`src/rtl/makestuff_ram_stream_pkg.sv`:
```
// Shared types for the RAM row-to-span stream reader.
package makestuff_ram_stream_pkg;

  typedef enum logic [1:0] {
    S_IDLE,
    S_ISSUE,
    S_LOAD,
    S_SEND
  } state_e;

endpackage

```
`src/rtl/makestuff_ram_stream_reader.sv`:
```
// Reads a run of rows from a registered-output RAM and streams each row out as
// NUM_SPANS beats of SPAN_NBITS, span 0 first, with no bubbles between rows.
module makestuff_ram_stream_reader
  import makestuff_ram_stream_pkg::*;
#(
  parameter int ADDR_NBITS = 5,
  parameter int SPAN_NBITS = 8,
  parameter int NUM_SPANS  = 8
) (
  input  logic                            clk_in,
  input  logic                            rstn_in,
  input  logic [ADDR_NBITS-1:0]           cmdAddr_in,
  input  logic [ADDR_NBITS:0]             cmdCount_in,
  input  logic                            cmdValid_in,
  output logic                            cmdReady_out,
  output logic [ADDR_NBITS-1:0]           rdAddr_out,
  input  logic [NUM_SPANS*SPAN_NBITS-1:0] rdData_in,
  output logic [SPAN_NBITS-1:0]           outData_out,
  output logic                            outValid_out,
  input  logic                            outReady_in,
  output logic                            outLast_out
);

  localparam int IDX_NBITS = (NUM_SPANS > 1) ? $clog2(NUM_SPANS) : 1;
  localparam int ROW_NBITS = NUM_SPANS * SPAN_NBITS;

  state_e                  state_q, state_d;
  logic [ADDR_NBITS-1:0]   rd_addr_q, rd_addr_d;
  logic [ADDR_NBITS:0]     count_q, count_d;
  logic [IDX_NBITS-1:0]    idx_q, idx_d;
  logic [ROW_NBITS-1:0]    row_q, row_d;

  logic last_span;
  logic final_row;
  logic beat_taken;

  assign last_span  = (idx_q == IDX_NBITS'(NUM_SPANS - 1));
  assign final_row  = (count_q == (ADDR_NBITS + 1)'(1));
  assign beat_taken = outValid_out && outReady_in;

  // Outputs are pure functions of registered state, so they cannot change while stalled.
  assign cmdReady_out = (state_q == S_IDLE);
  assign outValid_out = (state_q == S_SEND);
  assign outLast_out  = outValid_out && last_span && final_row;
  assign outData_out  = row_q[int'(idx_q) * SPAN_NBITS +: SPAN_NBITS];
  assign rdAddr_out   = rd_addr_q;

  always_comb begin
    // NOTE: every next-state signal gets its hold value first so no path infers a latch.
    state_d   = state_q;
    rd_addr_d = rd_addr_q;
    count_d   = count_q;
    idx_d     = idx_q;
    row_d     = row_q;

    unique case (state_q)
      S_IDLE: begin
        if (cmdValid_in && cmdCount_in != '0) begin
          rd_addr_d = cmdAddr_in;
          count_d   = cmdCount_in;
          state_d   = S_ISSUE;
        end
      end
      S_ISSUE: state_d = S_LOAD;
      S_LOAD: begin
        row_d     = rdData_in;
        idx_d     = '0;
        rd_addr_d = rd_addr_q + ADDR_NBITS'(1);
        state_d   = S_SEND;
      end
      S_SEND: begin
        if (beat_taken) begin
          if (!last_span) begin
            idx_d = idx_q + IDX_NBITS'(1);
          end else if (final_row) begin
            idx_d   = '0;
            count_d = '0;
            state_d = S_IDLE;
          end else begin
            // The RAM has been presenting the next row since the previous row load.
            row_d     = rdData_in;
            idx_d     = '0;
            count_d   = count_q - (ADDR_NBITS + 1)'(1);
            rd_addr_d = rd_addr_q + ADDR_NBITS'(1);
          end
        end
      end
      default: state_d = S_IDLE;
    endcase
  end

  // NOTE: the row register is a plain flop bank, reset so outData_out reads zero out of reset.
  always_ff @(posedge clk_in or negedge rstn_in) begin
    if (!rstn_in) begin
      state_q   <= S_IDLE;
      rd_addr_q <= '0;
      count_q   <= '0;
      idx_q     <= '0;
      row_q     <= '0;
    end else begin
      // NOTE: non-blocking so every register samples the pre-edge values.
      state_q   <= state_d;
      rd_addr_q <= rd_addr_d;
      count_q   <= count_d;
      idx_q     <= idx_d;
      row_q     <= row_d;
    end
  end

endmodule

```
`config.mk`:
```
export PLATFORM = sky130hd
export DESIGN_NAME = makestuff_ram_stream_reader
export DESIGN_NICKNAME = d
export VERILOG_FILES = /design/src/rtl/makestuff_ram_stream_pkg.sv /design/src/rtl/makestuff_ram_stream_reader.sv
export SDC_FILE = /design/constraint.sdc
export NUM_CORES = 1
export LEC_CHECK = 0
export CAP_MARGIN = 10
export CORE_MARGIN = 1
export CORE_UTILIZATION = 55
export CTS_CLUSTER_DIAMETER = 30
export DETAILED_ROUTE_END_ITERATION = 6
export DONT_BUFFER_PORTS = 1
export GPL_TIMING_DRIVEN = 0
export MAX_ROUTING_LAYER = met4
export PLACE_DENSITY = 0.77
export SETUP_SLACK_MARGIN = 0.2
export SLEW_MARGIN = 20
export SYNTH_ARGS = -nofsm -noshare
export SYNTH_HDL_FRONTEND = slang
export SYNTH_SLANG_ARGS = --single-unit
```
`constraint.sdc`:
```
create_clock -name clk_in -period 2.1 [get_ports clk_in]
set_input_delay 0.21 -clock clk_in [delete_from_list [all_inputs] [get_ports clk_in]]
set_output_delay 0.21 -clock clk_in [all_outputs]
set_load 0.03 [all_outputs]
```
# Word level (Yosys, flattened, before mapping)
# Index checks and enable logic that the tools add are counted.
# classes
n_shift	1
n_addsub	3
n_reduce_logical	14
eq_ne	10
muxes	22
# ops
cell	count
$mux 64	3
$pmux 64 s2	1
$shiftx 64x7->8	1
$mux 6	4
$mux 5	4
$pmux 5 s3	1
$pmux 6 s2	1
$reduce_and 4->1	3
$mux 2	4
$ne 2x1->1 const B	4
$pmux 2 s4	1
$eq 6x1->1 const B	1
$mux 3	2
$pmux 3 s2	1
$reduce_bool 6->1	1
$sub 6x1->6 const B	1
$add 5x1->5 const B	1
$reduce_and 5->1	1
$eq 2x2->1 const B	2
$logic_and 1x1->1	4
$reduce_bool 2->1	2
$add 3x1->3 const B	1
$eq 3x3->1 const B	1
$reduce_bool 3->1	1
4 further kinds	4
# word_totals
reg_bits	80
out_inout_bits	16

# Logic depth before layout (Yosys ltp)
# Gate-level depths: netlist of the first run.
# depth
depth_word	5
depth_mapped	7
depth_no_buf	6

# Least setup slack after synthesis of the first run
# Ideal clock, no wire load.
# synth_path
path_type	reg2reg
start	register state_q[0]
end	register row_q[0]
period_less_slack_ns	2.254
required_time_ns	1.975
arrival_ns	2.129
setup_slack_ns	-0.154
path_stages_with_launch	7
cell_sequence	dfrtp_1 -> ha_1 -> buf_6 -> a21boi_4 -> a311oi_4 -> buf_6 -> mux2_4
# synth_via
elab_chain_len	4
elab_cells_between_ends	9
# synth_lines
item	line_no	rtl
start: declaration	makestuff_ram_stream_reader.sv:27	state_e state_q, state_d;
start signal: assignment	makestuff_ram_stream_reader.sv:102	state_q <= state_d;
$eq 2x2->1 *	makestuff_ram_stream_reader.sv:43	assign outValid_out = (state_q == S_SEND);
net outValid_out	makestuff_ram_stream_reader.sv:19	output logic outValid_out,
$logic_and 1x1->1	makestuff_ram_stream_reader.sv:39	assign beat_taken = outValid_out && outReady_in;
$ne 2x1->1 (no source line)	--	
$reduce_and 4->1 (no source line)	--	
end signal: assignment	makestuff_ram_stream_reader.sv:106	row_q <= row_d;
end: declaration	makestuff_ram_stream_reader.sv:31	logic [ROW_NBITS-1:0] row_q, row_d;
# The timed path passes the listed nets; every way through them passes the cells marked *.
# A chain may end at the register's enable or synchronous reset.

# Final worst setup path of the first run
# layout_path
start	register idx_q[0]
end	output port outData_out[7]
# layout_via
elab_chain_len	1
# layout_lines
item	line_no	rtl
start: declaration	makestuff_ram_stream_reader.sv:30	logic [IDX_NBITS-1:0] idx_q, idx_d;
start signal: assignment	makestuff_ram_stream_reader.sv:105	idx_q <= idx_d;
$shiftx 64x7->8	makestuff_ram_stream_reader.sv:45	assign outData_out = row_q[int'(idx_q) * SPAN_NBITS +: SPAN_NBITS];
end: declaration	makestuff_ram_stream_reader.sv:18	output logic [SPAN_NBITS-1:0] outData_out,
# No other way between the ends.

==> results_tabular.tex, run 1 <==
\begin{tabular}{lr}
\hline
Metric & Value \\
\hline
\multicolumn{2}{l}{\textbf{Status}} \\
Status & finished with violations \\
Violations in the final reports & negative hold slack, negative setup slack \\
\multicolumn{2}{l}{\textbf{Final layout}} \\
Fraction of final layout cells sized beyond drive strength 1 & 0.433 \\
Final Net Count & 466 \\
Fin cells & 482 \\
Number of antenna cells inserted & 0 \\
Layout area overhead & 34.2\% \\
Top library cells by usage in the layout, fill and taps aside & sky130\_fd\_sc\_hd\_\_dfrtp\_1 (78), sky130\_fd\_sc\_hd\_\_mux2\_4 (72), sky130\_fd\_sc\_hd\_\_dlygate4sd3\_1 (58), sky130\_fd\_sc\_hd\_\_buf\_4 (19), sky130\_fd\_sc\_hd\_\_mux4\_2 (16) \\
Post-route design area & 0.00563 mm\^{}2 \\
Leading cell type in the layout, fill and taps excluded & sky130\_fd\_sc\_hd\_\_dfrtp\_1 \\
\multicolumn{2}{l}{\textbf{CTS}} \\
\# H-tree levels & 3 \\
Cell chosen for the clock root & sky130\_fd\_sc\_hd\_\_clkbuf\_8 \\
CTS Sinks & 80 \\
Total clock buffers created by CTS & 9 \\
Number of buffers on the longest clock path & 2 \\
Clk Latency, worst-skew pair & 360 ps \\
TritonCTS clock tree & yes \\
Clock slew seen by the registers of the worst setup and hold paths & 100 ps \\
\multicolumn{2}{l}{\textbf{Detailed routing}} \\
Drc violations & 0 \\
Wire length reported by the detailed router & 11.2 mm \\
Avg Vias per Cell & 5.92 \\
Via count & 2852 \\
Count of antenna-violating nets left after detailed routing & 0 \\
Post-detailed-route wirelength per cell & 23.2 um \\
Number of iterations in the first detailed-routing pass & 4 \\
Violation count after the first detailed-route iteration & 131 \\
\multicolumn{2}{l}{\textbf{Job}} \\
Max-cap violations & 0 \\
\multicolumn{2}{l}{\textbf{Critical path}} \\
End of the critical path & outData\_out[7] \\
Data required time at the worst endpoint & 1890 ps \\
Origin of the worst setup path & idx\_q[0]\$\_DFFE\_PN0P\_ \\
Highest fanout seen on the critical path & 6 \\
Reg-to-reg startpoint & state\_q[1]\$\_DFFE\_PN0P\_ \\
Worst reg2reg setup slack & 90 ps \\
Worst Path Class, Setup & flop to primary output \\
Endpoint type of the worst setup path & primary output \\
Reg2reg path depth & 7 \\
WP data arrival & 1910 ps \\
Worst reg2reg endpoint & row\_q[33]\$\_DFFE\_PN0P\_ \\
Critical Path Start Type & flop \\
\multicolumn{2}{l}{\textbf{Timing}} \\
F\_max & 0.471 GHz \\
Transition time at the pin with the least slew margin & 828 ps \\
Final-report max-slew violation count & 0 \\
Number of failing setup endpoints in the final timing report & 2 \\
Final number of hold-violating endpoints & 80 \\
Share of the cycle needed by the critical path after routing & 1.01 \\
Fin crit period & 2120 ps \\
Setup repair after global routing missed its margin & yes \\
Final hold slack & -465 ps \\
Worst-case clock skew & 21.2 ps \\
Slack of the critical path & -24.0 ps \\
Normalized max-slew margin & 0.448 \\
\multicolumn{2}{l}{\textbf{Logic synthesis}} \\
Average instance area after synthesis & 14.7 um\^{}2 \\
Mapped cell area & 0.00419 mm\^{}2 \\
Synthesis-stage register bit count & 80 \\
Primary flip-flop cell chosen by synthesis mapping & sky130\_fd\_sc\_hd\_\_dfrtp\_1 \\
Async set-reset flop share out of synthesis & 1.00 \\
Sequential element share of the synthesized area & 0.478 \\
Largest area contributor in the synthesized netlist & sky130\_fd\_sc\_hd\_\_dfrtp\_1 \\
Post-synth EDFFs & 0 \\
Area share of the largest cell type after synthesis & 0.478 \\
Total nets after synthesis & 374 \\
Synth top area cells & sky130\_fd\_sc\_hd\_\_dfrtp\_1 (48\%), sky130\_fd\_sc\_hd\_\_mux2\_4 (21\%), sky130\_fd\_sc\_hd\_\_mux4\_2 (8.6\%) \\
Unique masters post-synth & 38 \\
Count of synthesis-stage warnings from yosys & 0 \\
Gate count after technology mapping & 286 \\
\multicolumn{2}{l}{\textbf{Worst hold path}} \\
Hold Crit Class & input pin to async pin \\
\multicolumn{2}{l}{\textbf{Global routing}} \\
Antenna violations before repair & 0 \\
GRT overflow & 0 \\
Wire length of the first global-routing pass & 15.1 mm \\
Total routing usage reported by global routing & 0.271 \\
Maximum number of pins on one net before global-route repair & 81 \\
Number of global-route vias before repair & 2998 \\
\multicolumn{2}{l}{\textbf{Place}} \\
Number of cells in the design after placement & 385 \\
Final RePlAce weighted congestion & 0.896 \\
Cell area reported after detailed placement & 0.00435 mm\^{}2 \\
Number of buffers inserted by port buffering & 0 \\
HPWL after DPL & 6.05 mm \\
\multicolumn{2}{l}{\textbf{Floorplan}} \\
Die height & 89.3 um \\
Starting Density & 0.575 \\
Number of placement rows & 31 \\
Placeable core area & 0.00729 mm\^{}2 \\
Chip width & 89.3 um \\
Total die area & 0.00797 mm\^{}2 \\
Ports & 95 \\
\multicolumn{2}{l}{\textbf{Power}} \\
Power per Cell Area & 1890 mW/mm\^{}2 \\
Static power due to leakage & 2.43 nW \\
Worst VDD drop & 1.09 mV \\
\hline
\end{tabular}
routing by layer:
layer,wire [um],global-route usage
met4,418,0.105
met2,5880,0.458
met1,4380,0.318
met3,519,0.0554
met5,0,-
through the flow:
stage | hold WS (ps) | setup TNS [ps] | utilization | setup WS [ps] | total power, mW
global route | -487 | -253 | 0.771 | -60.0 | 11.1
finish | -465 | -28.9 | 0.771 | -24.0 | 10.7
floorplan | -85.6 | 0 | - | 32.5 | 7.16
CTS | -471 | -25.5 | 0.737 | -14.4 | 10.1
detailed placement | -83.9 | -17440 | 0.597 | -293 | 8.01
global placement | -83.7 | -16510 | 0.597 | -251 | 7.85
synthesized netlist by cell type, drive strengths merged, types with 7 or more instances:
cell    n
nand2  12
o21ai  11
buf    11
ha      9
a21oi  10
mux2   74
nor2   11
dfrtp  80
inv     7
mux4   16
state kept, by name, indices dropped and copies added (netlist names):
name        count
row_q          64
rdAddr_out      5
count_q         6
idx_q           3
state_q         2
worst min path at each step:
stage          startpoint                     end  cells past startpoint
6_report          rstn_in   row_q[25]$_DFFE_PN0P_                      0
5_1_grt           rstn_in   row_q[34]$_DFFE_PN0P_                      0
4_1_cts           rstn_in   row_q[34]$_DFFE_PN0P_                      0
3_5_place_dp      rstn_in   row_q[34]$_DFFE_PN0P_                      0
3_3_place_gp      rstn_in   row_q[34]$_DFFE_PN0P_                      0
2_1_floorplan     rstn_in  count_q[0]$_DFFE_PN0P_                      0
timing repair:
action / in CTS / in global routing
hold endpoints to repair: 127 / 91
buffers inserted: 13 / 9
hold buffers: 47 / 11
pin swaps: 5 / 8
setup endpoints to repair: 81 / 78
gates resized for setup: 60 / 19
cloned: 0 / 1
kinds of logic (layout without fill, tap and decap cells):
logic type | Yosys count | after routing | synth area share
AOI/OAI and AO/OA | 40 | 40 | 0.0669
adders and majority gates | 9 | 9 | 0.0269
buffers and inverters | 22 | 119 | 0.0328
DFF | 80 | 80 | 0.478
muxes | 94 | 94 | 0.348
and+or+nand+nor | 41 | 41 | 0.0478
final cells by class:
cell class	count	area [um^2]
tap	99	124
clock inverter	6	67.6
multi-input combinational	184	2240
fill	437	1670
inverter	7	26.3
sequential	80	2000
clock buffer	10	138
timing repair buffer	81	803
buffer	15	221
report_power, final:
group,switching [mW],total (mW),internal (mW)
combinational,2.65,6.39,3.74
sequential,0.715,3.08,2.36
clock,0.604,1.19,0.586
total,3.97,10.7,6.69
critical path, stage by stage, from the launching register on:
cell                      delay (ps)
sky130_fd_sc_hd__dfrtp_1         400
sky130_fd_sc_hd__buf_12          130
sky130_fd_sc_hd__buf_12          130
sky130_fd_sc_hd__mux4_2          550
sky130_fd_sc_hd__mux2_4          360
Note: power is estimated with default switching activity, not from simulation.
==> run 2, diff against run 1 <==
--- a/config.mk
+++ b/config.mk
@@ -5,15 +5,15 @@
 export SDC_FILE = /design/constraint.sdc
 export NUM_CORES = 1
 export LEC_CHECK = 0
+export BUFFER_PORTS_ARGS = -buffer_cell sky130_fd_sc_hd__clkbuf_2
 export CAP_MARGIN = 10
 export CORE_MARGIN = 1
-export CORE_UTILIZATION = 55
+export CORE_UTILIZATION = 49
 export CTS_CLUSTER_DIAMETER = 30
 export DETAILED_ROUTE_END_ITERATION = 6
-export DONT_BUFFER_PORTS = 1
 export GPL_TIMING_DRIVEN = 0
 export MAX_ROUTING_LAYER = met4
-export PLACE_DENSITY = 0.77
+export PLACE_DENSITY = 0.8
 export SETUP_SLACK_MARGIN = 0.2
 export SLEW_MARGIN = 20
 export SYNTH_ARGS = -nofsm -noshare
==> run 2 against run 1 <==
  * The run ends with negative setup slack left
  * Fmax decreased by 3.5%
  * Sequential share of layout area decreased by 0.39 points
  * Cell area increased by 0.98%
  * Critical path depth increased by 1
  * Non-clock buffer count increased by 38
  * Largest cell class unchanged
==> results_tabular.tex, run 2 (synthesized netlist as in run 1, its figures left out) <==
\begin{tabular}{lr}
\hline
Metric & Value \\
\hline
\multicolumn{2}{l}{\textbf{CTS}} \\
TritonCTS clock tree & yes \\
Total clock buffers created by CTS & 9 (unchanged) \\
Number of buffers on the longest clock path & 2 (unchanged) \\
Cell chosen for the clock root & sky130\_fd\_sc\_hd\_\_clkbuf\_8 \\
CTS Sinks & 80 (unchanged) \\
\# H-tree levels & 3 (unchanged) \\
Clk Latency, worst-skew pair & 360 ps (about the same) \\
Clock slew seen by the registers of the worst setup and hold paths & 90 ps (about the same) \\
\multicolumn{2}{l}{\textbf{Critical path}} \\
Largest stage delay on the critical path & 530 ps (-20 ps) \\
Reg-to-reg startpoint & idx\_q[0]\$\_DFFE\_PN0P\_ \\
Data required time at the worst endpoint & 1890 ps (about the same) \\
End of the critical path & outData\_out[1] \\
Critical path depth in cells & 5 (+1) \\
Most Frequent Cell on Critical Path & sky130\_fd\_sc\_hd\_\_buf\_12 \\
Critical Path Start Type & flop \\
Number of buffer and inverter stages on the critical path & 3 (+1) \\
Worst path top cell family by delay & multiplexers \\
Critical-path top delay cell & sky130\_fd\_sc\_hd\_\_mux4\_2 \\
Reg2reg path depth & 9 (+2) \\
Origin of the worst setup path & idx\_q[0]\$\_DFFE\_PN0P\_ \\
Worst Path Class, Setup & flop to primary output \\
List of cells traversed by the critical path & buf\_12 -> buf\_12 -> mux4\_2 -> mux2\_2 -> clkbuf\_8 \\
Endpoint type of the worst setup path & primary output \\
Highest fanout seen on the critical path & 5 (-1) \\
WP data arrival & 1990 ps (+80 ps) \\
Worst reg2reg setup slack & -10 ps (-100 ps) \\
Worst reg2reg endpoint & row\_q[11]\$\_DFFE\_PN0P\_ \\
\multicolumn{2}{l}{\textbf{Final layout}} \\
Leading cell type in the layout, fill and taps excluded & sky130\_fd\_sc\_hd\_\_clkbuf\_2 \\
Largest reg by FF count & row\_q \\
Final Net Count & 504 (+8.2\%) \\
Layout area overhead & 35.5\% \\
Number of antenna cells inserted & 0 (unchanged) \\
Final Util & 0.688 (-0.0836) \\
Post-route design area & 0.00568 mm\^{}2 (+0.98\%) \\
Fraction of final layout cells sized beyond drive strength 1 & 0.605 (+0.171) \\
Max FFs per register & 64 (unchanged) \\
Top library cells by usage in the layout, fill and taps aside & sky130\_fd\_sc\_hd\_\_clkbuf\_2 (86), sky130\_fd\_sc\_hd\_\_dfrtp\_1 (80), sky130\_fd\_sc\_hd\_\_mux2\_4 (65), sky130\_fd\_sc\_hd\_\_mux4\_2 (16) \\
\multicolumn{2}{l}{\textbf{Global routing}} \\
GR Layer Usage met1 & 0.335 (+0.0163) \\
Met2 Usage GRT & 0.392 (-0.0661) \\
Number of global-route vias before repair & 3109 (+3.7\%) \\
Wire length of the first global-routing pass & 16.2 mm (+7.9\%) \\
Maximum number of pins on one net before global-route repair & 45 (-44\%) \\
GRT overflow & 0 (unchanged) \\
Met3 track demand over resource in global routing & 0.0499 (-0.00548) \\
Global route hottest layer & met2 \\
Antenna violations before repair & 0 (unchanged) \\
Total routing usage reported by global routing & 0.255 (-0.0157) \\
\multicolumn{2}{l}{\textbf{Timing}} \\
Setup TNS Final & -717 ps (-688 ps) \\
Transition time at the pin with the least slew margin & 631 ps (-197 ps) \\
F\_max & 0.454 GHz (-3.5\%) \\
Slack of the critical path & -101 ps (-77.2 ps) \\
Number of failing setup endpoints in the final timing report & 15 (+13) \\
Worst-case clock skew & 13.7 ps (-7.51 ps) \\
Setup repair after global routing missed its margin & yes \\
Share of the cycle needed by the critical path after routing & 1.05 (+0.0368) \\
Fin crit period & 2200 ps (+77.2 ps) \\
Final-report max-slew violation count & 0 (unchanged) \\
Final number of hold-violating endpoints & 0 (-100\%) \\
Normalized max-slew margin & 0.576 (+0.128) \\
\multicolumn{2}{l}{\textbf{Status}} \\
Violations in the final reports & negative setup slack \\
Status & finished with violations \\
\multicolumn{2}{l}{\textbf{Power}} \\
Worst VDD drop & 0.765 mV (-30\%) \\
Power per Cell Area & 2020 mW/mm\^{}2 (+6.4\%) \\
Power, Total & 11.4 mW (+7.4\%) \\
Static power due to leakage & 2.67 nW (+9.6\%) \\
\multicolumn{2}{l}{\textbf{Place}} \\
Cell area reported after detailed placement & 0.00485 mm\^{}2 (+12\%) \\
Placement-stage worst setup slack & -363 ps (-70.0 ps) \\
Number of buffers inserted by port buffering & 94 (+94) \\
HPWL after DPL & 6.55 mm (+8.1\%) \\
Final RePlAce weighted congestion & 0.821 (-8.4\%) \\
\multicolumn{2}{l}{\textbf{Detailed routing}} \\
Violation count after the first detailed-route iteration & 129 (-1.5\%) \\
Wire length reported by the detailed router & 10.2 mm (-8.6\%) \\
Count of antenna-violating nets left after detailed routing & 0 (unchanged) \\
Drc violations & 0 (unchanged) \\
Number of iterations in the first detailed-routing pass & 4 (unchanged) \\
Via count & 2916 (+2.2\%) \\
Post-detailed-route wirelength per cell & 19.5 um (-16\%) \\
Avg Vias per Cell & 5.55 (-6.1\%) \\
\multicolumn{2}{l}{\textbf{Floorplan}} \\
Number of placement rows & 33 (+6.5\%) \\
Chip width & 94.5 um (+5.8\%) \\
Total die area & 0.00893 mm\^{}2 (+12\%) \\
Die height & 94.5 um (+5.8\%) \\
Placeable core area & 0.00826 mm\^{}2 (+13\%) \\
Starting Density & 0.508 (-0.0672) \\
Ports & 95 (unchanged) \\
\multicolumn{2}{l}{\textbf{Job}} \\
Max-cap violations & 0 (unchanged) \\
\multicolumn{2}{l}{\textbf{Worst hold path}} \\
Hold Crit Class & input pin to flop \\
\hline
\end{tabular}
## run 2: changes by cell type in the layout (fill, tap and decap cells not counted), moves of 5 or more
cell	delta
sky130_fd_sc_hd__mux2_2	+8
sky130_fd_sc_hd__clkbuf_2	+86
sky130_fd_sc_hd__dlygate4sd3_1	-57
sky130_fd_sc_hd__buf_4	-5
sky130_fd_sc_hd__mux2_4	-7
sky130_fd_sc_hd__bufbuf_16	+5
## run 2: metal layers
metal	wire length, um	part of all wire	vias to the layer above
met2	4890	0.48	112
li1	-	-	1324
met5	0	0	-
met1	4480	0.44	1461
met3	616	0.060	19
met4	252	0.025	0
## run 2: metrics by stage
step,cells,hold slack (ps)
final,525,79.4
after detailed placement,486,285
after global routing,525,65.5
after global placement,485,444
after CTS,520,67.7
after floorplan,286,-85.6
## run 2: layout make-up
cell class,count,area (um^2)
fill,543,2580
multi-input combinational,184,2180
sequential,80,2000
timing repair buffer,119,958
buffer,15,208
clock buffer,11,151
tap,105,131
clock inverter,4,27.5
inverter,7,26.3
## run 2: worst register-to-register path, stage by stage, from the launching register on
cell	delay (ps)
sky130_fd_sc_hd__dfrtp_1	400
sky130_fd_sc_hd__buf_4	130
sky130_fd_sc_hd__ha_2	190
sky130_fd_sc_hd__ha_4	150
sky130_fd_sc_hd__a21boi_4	80
sky130_fd_sc_hd__a311oi_4	280
sky130_fd_sc_hd__buf_4	190
sky130_fd_sc_hd__buf_16	130
sky130_fd_sc_hd__buf_4	130
sky130_fd_sc_hd__mux2_2	340
## run 2: worst min path at each step
| stage | cells past startpoint | start | endpoint |
|---|---|---|---|
| 6_report | 2 | rdData_in[28] | row_q[28]$_DFFE_PN0P_ |
| 5_1_grt | 2 | rdData_in[15] | row_q[15]$_DFFE_PN0P_ |
| 4_1_cts | 2 | rdData_in[33] | row_q[33]$_DFFE_PN0P_ |
| 3_5_place_dp | 1 | rstn_in | row_q[1]$_DFFE_PN0P_ |
| 3_3_place_gp | 2 | rdData_in[33] | row_q[33]$_DFFE_PN0P_ |
| 2_1_floorplan | 0 | rstn_in | count_q[0]$_DFFE_PN0P_ |
## run 2: power breakdown
part / leakage, nW / total, mW / switching [mW] / internal, mW
sequential: 0.942 / 2.90 / 0.541 / 2.36
clock: 0.0956 / 1.07 / 0.579 / 0.490
combinational: 1.63 / 7.48 / 2.89 / 4.59
## run 2: what timing repair did
item / 4_1_cts / 5_1_grt
gates cloned: 6 / 1
endpoints found under the hold margin: 43 / 0
resized for setup: 57 / 18
endpoints found under the setup margin: 80 / 80
pin swaps: 1 / 2
setup buffers: 12 / 4
hold buffers: 1 / 0
